## config.mk

```make
export PLATFORM = sky130hd
export DESIGN_NAME = rv32_wb_stage
export DESIGN_NICKNAME = d
export VERILOG_FILES = /design/src/rtl/rv32_wb_pkg.sv /design/src/rtl/rv32_load_formatter.sv /design/src/rtl/rv32_wb_stage.sv
export SDC_FILE = /design/constraint.sdc
export NUM_CORES = 1
export LEC_CHECK = 0
export ABC_AREA = 1
export ABC_CLOCK_PERIOD_IN_PS = 1400
export BUFFER_PORTS_ARGS = -buffer_cell sky130_fd_sc_hd__buf_2
export CELL_PAD_IN_SITES_DETAIL_PLACEMENT = 0
export CELL_PAD_IN_SITES_GLOBAL_PLACEMENT = 2
export CORE_MARGIN = 1
export CORE_UTILIZATION = 22
export CTS_BUF_LIST = sky130_fd_sc_hd__clkbuf_8
export CTS_CLUSTER_SIZE = 25
export DETAILED_ROUTE_END_ITERATION = 8
export PLACE_DENSITY = 0.92
export SETUP_SLACK_MARGIN = 0.1
export SLEW_MARGIN = 20
export SYNTH_ARGS = -nofsm -noshare
export SYNTH_HDL_FRONTEND = slang
export SYNTH_SLANG_ARGS = --single-unit
```

## constraint.sdc

```tcl
create_clock -name clk_in -period 1.4 [get_ports clk_in]
set_input_delay 0.14 -clock clk_in [delete_from_list [all_inputs] [get_ports clk_in]]
set_output_delay 0.14 -clock clk_in [all_outputs]
set_load 0.01 [all_outputs]
```

## src/rtl/rv32_wb_pkg.sv

```systemverilog
`default_nettype none
// ============================================================================
// Module   : rv32_wb_pkg
// Brief    : Shared encodings for the RV32 writeback stage.
// Revision : 1.0 - initial release
// ============================================================================
package rv32_wb_pkg;

   typedef enum logic [1:0] {
      WB_ALU  = 2'b00,
      WB_LOAD = 2'b01,
      WB_PC4  = 2'b10,
      WB_CSR  = 2'b11
   } wb_sel_e;

   typedef enum logic [1:0] {
      LS_BYTE     = 2'b00,
      LS_HALF     = 2'b01,
      LS_WORD     = 2'b10,
      LS_WORD_ALT = 2'b11
   } load_size_e;

   typedef enum logic [1:0] {
      ST_IDLE     = 2'b00,
      ST_WAIT_MEM = 2'b01,
      ST_COMMIT   = 2'b10
   } wb_state_e;

   // Size 11 is treated as a word, so it shares the word alignment rule.
   function automatic logic load_misaligned(input logic [1:0] size, input logic [1:0] off);
      logic r;
      case (size)
         LS_BYTE: r = 1'b0;
         LS_HALF: r = off[0];
         default: r = (off != 2'b00);
      endcase
      return r;
   endfunction

endpackage
`default_nettype wire

```

## src/rtl/rv32_load_formatter.sv

```systemverilog
`default_nettype none
// ============================================================================
// Module   : rv32_load_formatter
// Brief    : Combinational lane select and sign/zero extension of load data.
// Revision : 1.0 - initial release
// ============================================================================
module rv32_load_formatter
   import rv32_wb_pkg::*;
(
   input  logic [31:0] data_in,
   input  logic [1:0]  offset_in,
   input  logic [1:0]  size_in,
   input  logic        unsigned_in,
   output logic [31:0] data_out
);

   logic [31:0] w_shifted;
   logic [7:0]  w_byte;
   logic [15:0] w_half;

   assign w_shifted = data_in >> {offset_in, 3'b000};
   assign w_byte    = w_shifted[7:0];
   assign w_half    = offset_in[1] ? data_in[31:16] : data_in[15:0];

   always_comb begin
      data_out = data_in;
      case (size_in)
         LS_BYTE: data_out = {{24{~unsigned_in & w_byte[7]}}, w_byte};
         LS_HALF: data_out = {{16{~unsigned_in & w_half[15]}}, w_half};
         default: data_out = data_in;
      endcase
   end

endmodule
`default_nettype wire

```

## src/rtl/rv32_wb_stage.sv

```systemverilog
`default_nettype none
// ============================================================================
// Module   : rv32_wb_stage
// Brief    : RV32 writeback stage: result select, load wait and RF write.
// Revision : 1.0 - initial release
// ============================================================================
module rv32_wb_stage
   import rv32_wb_pkg::*;
(
   input  logic        clk_in,
   input  logic        reset_in,
   input  logic        valid_in,
   output logic        ready_out,
   input  logic        flush_in,
   input  logic [4:0]  rd_addr_in,
   input  logic        rf_wr_en_in,
   input  logic [1:0]  wb_sel_in,
   input  logic [31:0] alu_result_in,
   input  logic [31:0] pc_plus4_in,
   input  logic [31:0] csr_data_in,
   input  logic [1:0]  load_size_in,
   input  logic        load_unsigned_in,
   input  logic [31:0] dmem_data_in,
   input  logic        dmem_ack_in,
   output logic [4:0]  rd_addr_out,
   output logic        wr_en_out,
   output logic [31:0] rd_out,
   output logic        retire_out,
   output logic        misalign_out
);

   wb_state_e   r_state;
   logic [4:0]  r_rd_addr;
   logic        r_rf_wr_en;
   logic [1:0]  r_offset;
   logic [1:0]  r_load_size;
   logic        r_load_unsigned;

   logic        w_accept;
   logic        w_is_load;
   logic        w_misaligned;
   logic [31:0] w_result;
   logic [31:0] w_load_data;

   assign ready_out    = (r_state != ST_WAIT_MEM);
   assign w_accept     = valid_in & ready_out & ~flush_in;
   assign w_is_load    = (wb_sel_in == WB_LOAD);
   assign w_misaligned = w_is_load & load_misaligned(load_size_in, alu_result_in[1:0]);

   always_comb begin
      w_result = alu_result_in;
      case (wb_sel_in)
         WB_PC4:  w_result = pc_plus4_in;
         WB_CSR:  w_result = csr_data_in;
         default: w_result = alu_result_in;
      endcase
   end

   rv32_load_formatter u_fmt (
      .data_in     (dmem_data_in),
      .offset_in   (r_offset),
      .size_in     (r_load_size),
      .unsigned_in (r_load_unsigned),
      .data_out    (w_load_data)
   );

   always_ff @(posedge clk_in) begin
      if (reset_in) begin
         r_state         <= ST_IDLE;
         r_rd_addr       <= 5'd0;
         r_rf_wr_en      <= 1'b0;
         r_offset        <= 2'b00;
         r_load_size     <= 2'b00;
         r_load_unsigned <= 1'b0;
         rd_addr_out     <= 5'd0;
         rd_out          <= 32'd0;
         wr_en_out       <= 1'b0;
         retire_out      <= 1'b0;
         misalign_out    <= 1'b0;
      end else begin
         wr_en_out    <= 1'b0;
         retire_out   <= 1'b0;
         misalign_out <= 1'b0;
         case (r_state)
            ST_WAIT_MEM: begin
               // A flush outranks a same-cycle ack.
               if (flush_in) begin
                  r_state <= ST_IDLE;
               end else if (dmem_ack_in) begin
                  r_state     <= ST_COMMIT;
                  rd_addr_out <= r_rd_addr;
                  rd_out      <= w_load_data;
                  wr_en_out   <= r_rf_wr_en && (r_rd_addr != 5'd0);
                  retire_out  <= 1'b1;
               end
            end
            default: begin
               r_state <= ST_IDLE;
               if (w_accept) begin
                  r_rd_addr       <= rd_addr_in;
                  r_rf_wr_en      <= rf_wr_en_in;
                  r_offset        <= alu_result_in[1:0];
                  r_load_size     <= load_size_in;
                  r_load_unsigned <= load_unsigned_in;
                  if (w_misaligned) begin
                     misalign_out <= 1'b1;
                  end else if (w_is_load) begin
                     r_state <= ST_WAIT_MEM;
                  end else begin
                     r_state     <= ST_COMMIT;
                     rd_addr_out <= rd_addr_in;
                     rd_out      <= w_result;
                     wr_en_out   <= rf_wr_en_in && (rd_addr_in != 5'd0);
                     retire_out  <= 1'b1;
                  end
               end
            end
         endcase
      end
   end

endmodule
`default_nettype wire
```

---- Yosys cells after proc, flatten, opt, wreduce, memory -nomap -nowiden ----
Index checks and enable logic that the tools add are counted.
storage, ports and cells
  flip-flop bits (word level) ............. 53
  input port bits ......................... 144
  output and inout bits ................... 41
  logic and storage cells ................. 79
operators by class
  eq/ne operators ......................... 12
  shifts and indexed selects .............. 1
  muxes and demuxes ....................... 35
  bitwise gates (word level) .............. 9
  reduce and logical (&&, ||, !) cells .... 11
operator list
  kind                                                    count
  2-to-1 mux 32 bit                                       6
  case mux 32 bit (2 select lines)                        2
  >> shifter 32 x 5 -> 8 bit                              1
  2-to-1 mux 5 bit                                        6
  2-to-1 mux 16 bit                                       1
  2-to-1 mux 1 bit                                        13
  2-to-1 mux 2 bit                                        6
  nonzero test 5 bit                                      2
  == test 2 x 1 -> 1 bit (second input constant)          4
  inequality test 2 x 1 -> 1 bit (second input constant)  3
  bitwise AND 1 bit                                       5
  AND reduction 5 bit                                     1
  == test 2 bit (second input constant)                   2
  logical NOT 2 bit                                       2
  inequality test 2 bit (second input constant)           2
  inverter 1 bit                                          4
  nonzero test 2 bit                                      2
  inequality test 3 bit (second input constant)           1
  OR reduction 3 bit                                      1
  logical AND 1 bit                                       2
  case mux 1 bit (2 select lines)                         1
  AND reduction 2 bit                                     1

---- Longest topological paths before layout ----
  depth after elaboration ................. 6
  gate-level depth with buffers ........... 11
  mapped depth without buffers ............ 10

---- By module ----
Synthesis repeated with hierarchy kept, for this count alone.
second synthesis, totals
  cells, all modules ...................... 668
  area, all modules ....................... 4,346.7 um^2
by module, submodules not included
  module               times used  cells each  area an instance (um^2)  seq. area each (um^2)
  rv32_wb_stage        1           514         3,440.8                  1,061.0
  rv32_load_formatter  1           154         905.9                    0.0

---- Worst setup path after synthesis ----
No wires, ideal clock.
  path type ............................... register to register
  from .................................... register r_load_size[1]
  to ...................................... register rd_out[17]
  library setup time ...................... 135 ps
  arrival time ............................ 1,133 ps
  required time ........................... 1,265 ps
  setup slack ............................. 132 ps
  cell stages (with the launch flop) ...... 12
  buffers on the path ..................... 2
  clock period less this slack ............ 1,268 ps
  path through ............................ dfxtp_1 > buf_6 > clkinv_4 > nand2_4 > nor2_8 > nand2_2 > nand2_2 > nand2_4 > buf_6 > nand3_2 > nand2_1 > a21oi_2
between the ends
  cells in the longest elaborated chain, start to end .. 5
  elaborated cells on any way between the ends .. 6
  those cells by class .................... 1 x eq/ne; 4 x mux; 1 x reduce/logical
RTL lines
  what                                                         line                       text
  start, declared                                              rv32_wb_stage.sv:36        logic [1:0] r_load_size;
  start signal, assigned                                       rv32_wb_stage.sv:103       r_load_size <= load_size_in;
  == test 2 x 1 -> 1 bit or logical NOT 2 bit (tied branches)  rv32_load_formatter.sv:27  case (size_in)
  case mux 32 bit (2 select lines) (*)                         rv32_load_formatter.sv:27
  2-to-1 mux 32 bit (*)                                        rv32_wb_stage.sv:89        end else if (dmem_ack_in) begin
  2-to-1 mux 32 bit (*)                                        rv32_wb_stage.sv:87        if (flush_in) begin
  2-to-1 mux 32 bit (*)                                        rv32_wb_stage.sv:84        case (r_state)
  end signal, assigned                                         rv32_wb_stage.sv:92        rd_out <= w_load_data;
  end signal, assigned                                         rv32_wb_stage.sv:112       rd_out <= w_result;
  end, declared                                                rv32_wb_stage.sv:27        output logic [31:0] rd_out,
Mark *: on every way between the ends. The rest lies on a longest branch, timed or not. The select of a mux whose other input is x is not followed.
A chain may end at the register's enable or synchronous reset.

---- Final worst setup path ----
  from .................................... register r_offset[1]
  to ...................................... register rd_out[19]
between the ends
  cells in the longest elaborated chain, start to end .. 6
  elaborated cells on any way between the ends .. 8
  those cells by class .................... 1 x shift; 5 x mux; 2 x bitwise
RTL lines
  what                                                             line                                                  text
  start, declared                                                  rv32_wb_stage.sv:35                                   logic [1:0] r_offset;
  start signal, assigned                                           rv32_wb_stage.sv:102                                  r_offset <= alu_result_in[1:0];
  >> shifter 32 x 5 -> 8 bit or 2-to-1 mux 16 bit (tied branches)  rv32_load_formatter.sv:21, rv32_load_formatter.sv:23
  bitwise AND 1 bit, on equally long branches                      rv32_load_formatter.sv:28, rv32_load_formatter.sv:29
  case mux 32 bit (2 select lines) (*)                             rv32_load_formatter.sv:27
  2-to-1 mux 32 bit (*)                                            rv32_wb_stage.sv:89
  2-to-1 mux 32 bit (*)                                            rv32_wb_stage.sv:87
  2-to-1 mux 32 bit (*)                                            rv32_wb_stage.sv:84
Marked as above.

==> flow_summary.toml <==
[outcome]
outcome = "completed"

[logic_synthesis]
synthTopCellsByArea = "dfxtp_1 (29%), nand2_1 (25%), a21oi_1 (9.0%)"
synth.cell_area_um2 = 3610
synth_common_cells = "nand2_1 (238), a21oi_1 (65), dfxtp_1 (53)"
synth_flop_cell = "dfxtp_1"
postSynth.asyncResetShare_pct = 0
ys_types = 27
syn-instance-count = 601
ys_ff_latch = 53
synth-edff-count = 0
synth_top_area_share_pct = 29.4
yosys_warnings = 0
synthesis.nets = 745
syn_avg_cell_area_um2 = 6.01
synth_most_common_cell = "nand2_1"
yosys.area.top_type = "dfxtp_1"
yosysSeqAreaShare_pct = 29.4

[drt]
drc = 0
vias_per_cell = 4.55
wl_um = 16000
wl_per_cell_um = 15.6
drtAntennaViolNets = 0
drtPass1Iterations = 7
vias = 4681
drt_iter0_markers = 282

[final_layout]
drive_above_1_share_pct = 44.3
area_delta_synth_final_pct = 60.9
num-nets-final = 953
nFillCells = 1764
design_area_um2 = 5810

[sta]
hold_viol_final = 0
rsz0062_at_grt = "true"
fin_skew_ns = 0.0221
finalSetupTns_ns = 0
drv_slew = 0
fmax_mhz = 728
fin_crit_sh_pct = 98.1
tightestPinTransition_ns = 0.402
fin_crit_ns = 1.37
slew-limit-headroom_pct = 73.0
setup_slack_ns = 0.0262
setup_viol = 0

[floorplanning]
ioPinCount = 185
die_h_um = 130
rows = 46
start_util_pct = 22.7
core_um2 = 15900
dieArea_um2 = 16900
die_width_um = 130

[clock_tree]
clkLatencyLatePin_ns = 0.34
cts_max_path_buffers = 2
cts_tree = "done"
cts_root_buffer = "clkbuf_8"
cts.sinks = 53
clk_pin_slew_worst_paths_ns = 0.12
numCtsBuffers = 5
cts_max_level = 2

[run]
drv_cap = 0

[worst_setup_path]
cp.required_ns = 1.61
rrSetupSlack_ns = 0.03
ff2ff_path_depth = 10
endpoint_kind = "flop"
criticalPathCategory = "reg -> reg"
startpoint = "r_offset[1]$_SDFFE_PP0P_"
startpoint_type = "flop"
worst_r2r_endpoint = "rd_out[19]$_SDFFE_PP0P_"
worstSetupEndpoint = "rd_out[19]$_SDFFE_PP0P_"
crit_path_max_fanout = 5
arrival_ns = 1.58
rr_startpoint = "r_offset[1]$_SDFFE_PP0P_"

[placement]
place_congestion = 0.859
port-buffer-count = 184
post-dp-hpwl_um = 11700
dpl_cell_area_um2 = 4970
place_ws_ns = 0.00845

[global_route]
grt_pass1_wl_um = 21900
grt_max_degree = 54
grt_pass1_vias = 4215
grt-ovfl-total = 0
antenna_found_initial = 1
track_usage_pct = 17.1

[pwr]
p_per_area_nw_per_um2 = 752
p_seq_share_pct = 37.5
internal_power_mw = 2.94
swShare_pct = 32.8
peakVddDrop_mv = 0.326
p_clk_share_pct = 30.6
power_leakage_nw = 2.77
power_frac_comb_pct = 31.9
p_sw_mw = 1.43

[worst_hold_path]
holdCritPathClass = "in -> reg"
[worst min path at each step]
stage | startpoint | endpoint | slack [ns] | cells past startpoint
6_report | reset_in | wr_en_out$_SDFF_PP0_ | 0.02 | 2
5_1_grt | reset_in | wr_en_out$_SDFF_PP0_ | 0.004 | 2
4_1_cts | reset_in | wr_en_out$_SDFF_PP0_ | 0.006 | 2
3_5_place_dp | reset_in | wr_en_out$_SDFF_PP0_ | 0.38 | 2
3_3_place_gp | reset_in | wr_en_out$_SDFF_PP0_ | 0.38 | 2
2_1_floorplan | rd_addr_in[0] | rd_addr_out[0]$_SDFFE_PP0P_ | 0.30 | 2
[placed cells by master (no fill, tap or decap), types with 5 or more instances in the layout]
| cell | instances |
|---|---|
| a21oi_1 | 51 |
| a21oi_2 | 24 |
| a31oi_1 | 5 |
| buf_12 | 7 |
| buf_2 | 184 |
| buf_4 | 30 |
| buf_6 | 8 |
| clkbuf_16 | 7 |
| clkbuf_8 | 5 |
| dfxtp_1 | 47 |
| inv_1 | 16 |
| inv_2 | 8 |
| nand2_1 | 209 |
| nand2_2 | 24 |
| nand2_4 | 10 |
| nand3_1 | 31 |
| nand3_2 | 12 |
| nand3_4 | 5 |
| nand4_1 | 20 |
| nor2_1 | 30 |
| o21ai_0 | 23 |
| o21ai_1 | 11 |
[critical path, cell delays in order, from the launching register on]
cell and delay [ns]:
dfxtp_4 0.38, buf_6 0.13, nand2_2 0.05, nand2_2 0.05, nand2_2 0.06, nand2_2 0.06, nand2_4 0.13, clkbuf_16 0.17
nand3_4 0.08, nand2_2 0.08, a21oi_2 0.04
[flip-flops by register name (all words and copies together) (netlist names)]
signal,flops
rd_out,32
r_rd_addr,5
rd_addr_out,5
r_load_size,2
r_offset,2
r_state,2
misalign_out,1
r_load_unsigned,1
r_rf_wr_en,1
retire_out,1
wr_en_out,1
[stage by stage]
| step | cells | util (%) | hold slack [ns] | power, mW |
|---|---|---|---|---|
| after floorplan | 601 | - | 0.300 | 2.26 |
| after global placement | 997 | 31.2 | 0.376 | 2.80 |
| after detailed placement | 997 | 31.2 | 0.382 | 2.80 |
| after CTS | 1010 | 32.7 | 0.00582 | 4.20 |
| after global routing | 1026 | 36.4 | 0.00443 | 4.60 |
| final | 1028 | 36.5 | 0.0167 | 4.37 |
[final cells by class]
type | instances | area, um2 | share of cell area [%]
clock buffers | 5 | 68.8 | 1.18
repair buffers | 240 | 1640 | 28.2
inverters | 35 | 160 | 2.76
diodes | 2 | 5.00 | 0.0861
multi-input cells | 473 | 2520 | 43.4
clock inverters | 3 | 68.8 | 1.18
well taps | 216 | 270 | 4.65
flip-flops and latches | 53 | 1070 | 18.5
repair inverters | 1 | 8.76 | 0.151
[routing by layer]
metal	wire, um	GRT usage, %	up-vias
li1	-	-	2389
met1	7320	22.8	2111
met2	7300	28.2	169
met3	1250	3.77	10
met4	155	3.69	2
met5	13	0	-
[power by group through the flow]
stage / registers [mW] / clock network (mW) / logic, mW
after global routing: 1.65 / 1.43 / 1.52
after global placement: 1.67 / 0 / 1.14
after CTS: 1.63 / 1.37 / 1.19
after detailed placement: 1.67 / 0 / 1.14
final: 1.64 / 1.34 / 1.40
after floorplan: 1.69 / 0 / 0.576
[what timing repair did]
item / CTS / global route
gates cloned: 1 / 11
pin swaps: 2 / 24
gates resized for setup: 20 / 105
buffers inserted: 4 / 5
setup endpoints to repair: 40 / 39
hold endpoints to repair: 0 / 0
hold buffers: 0 / 0
[cells by family (layout without fill, tap and decap cells)]
kind of cell,count (synthesis),after routing,share of synthesized area [%]
AO/OA/AOI/OAI,119,119,17.8
other,0,2,0
AND/OR/NAND/NOR,353,354,43.4
buffers and inverters,76,284,9.49
flip-flops,53,53,29.4
Note: power is estimated with default switching activity, not from simulation.
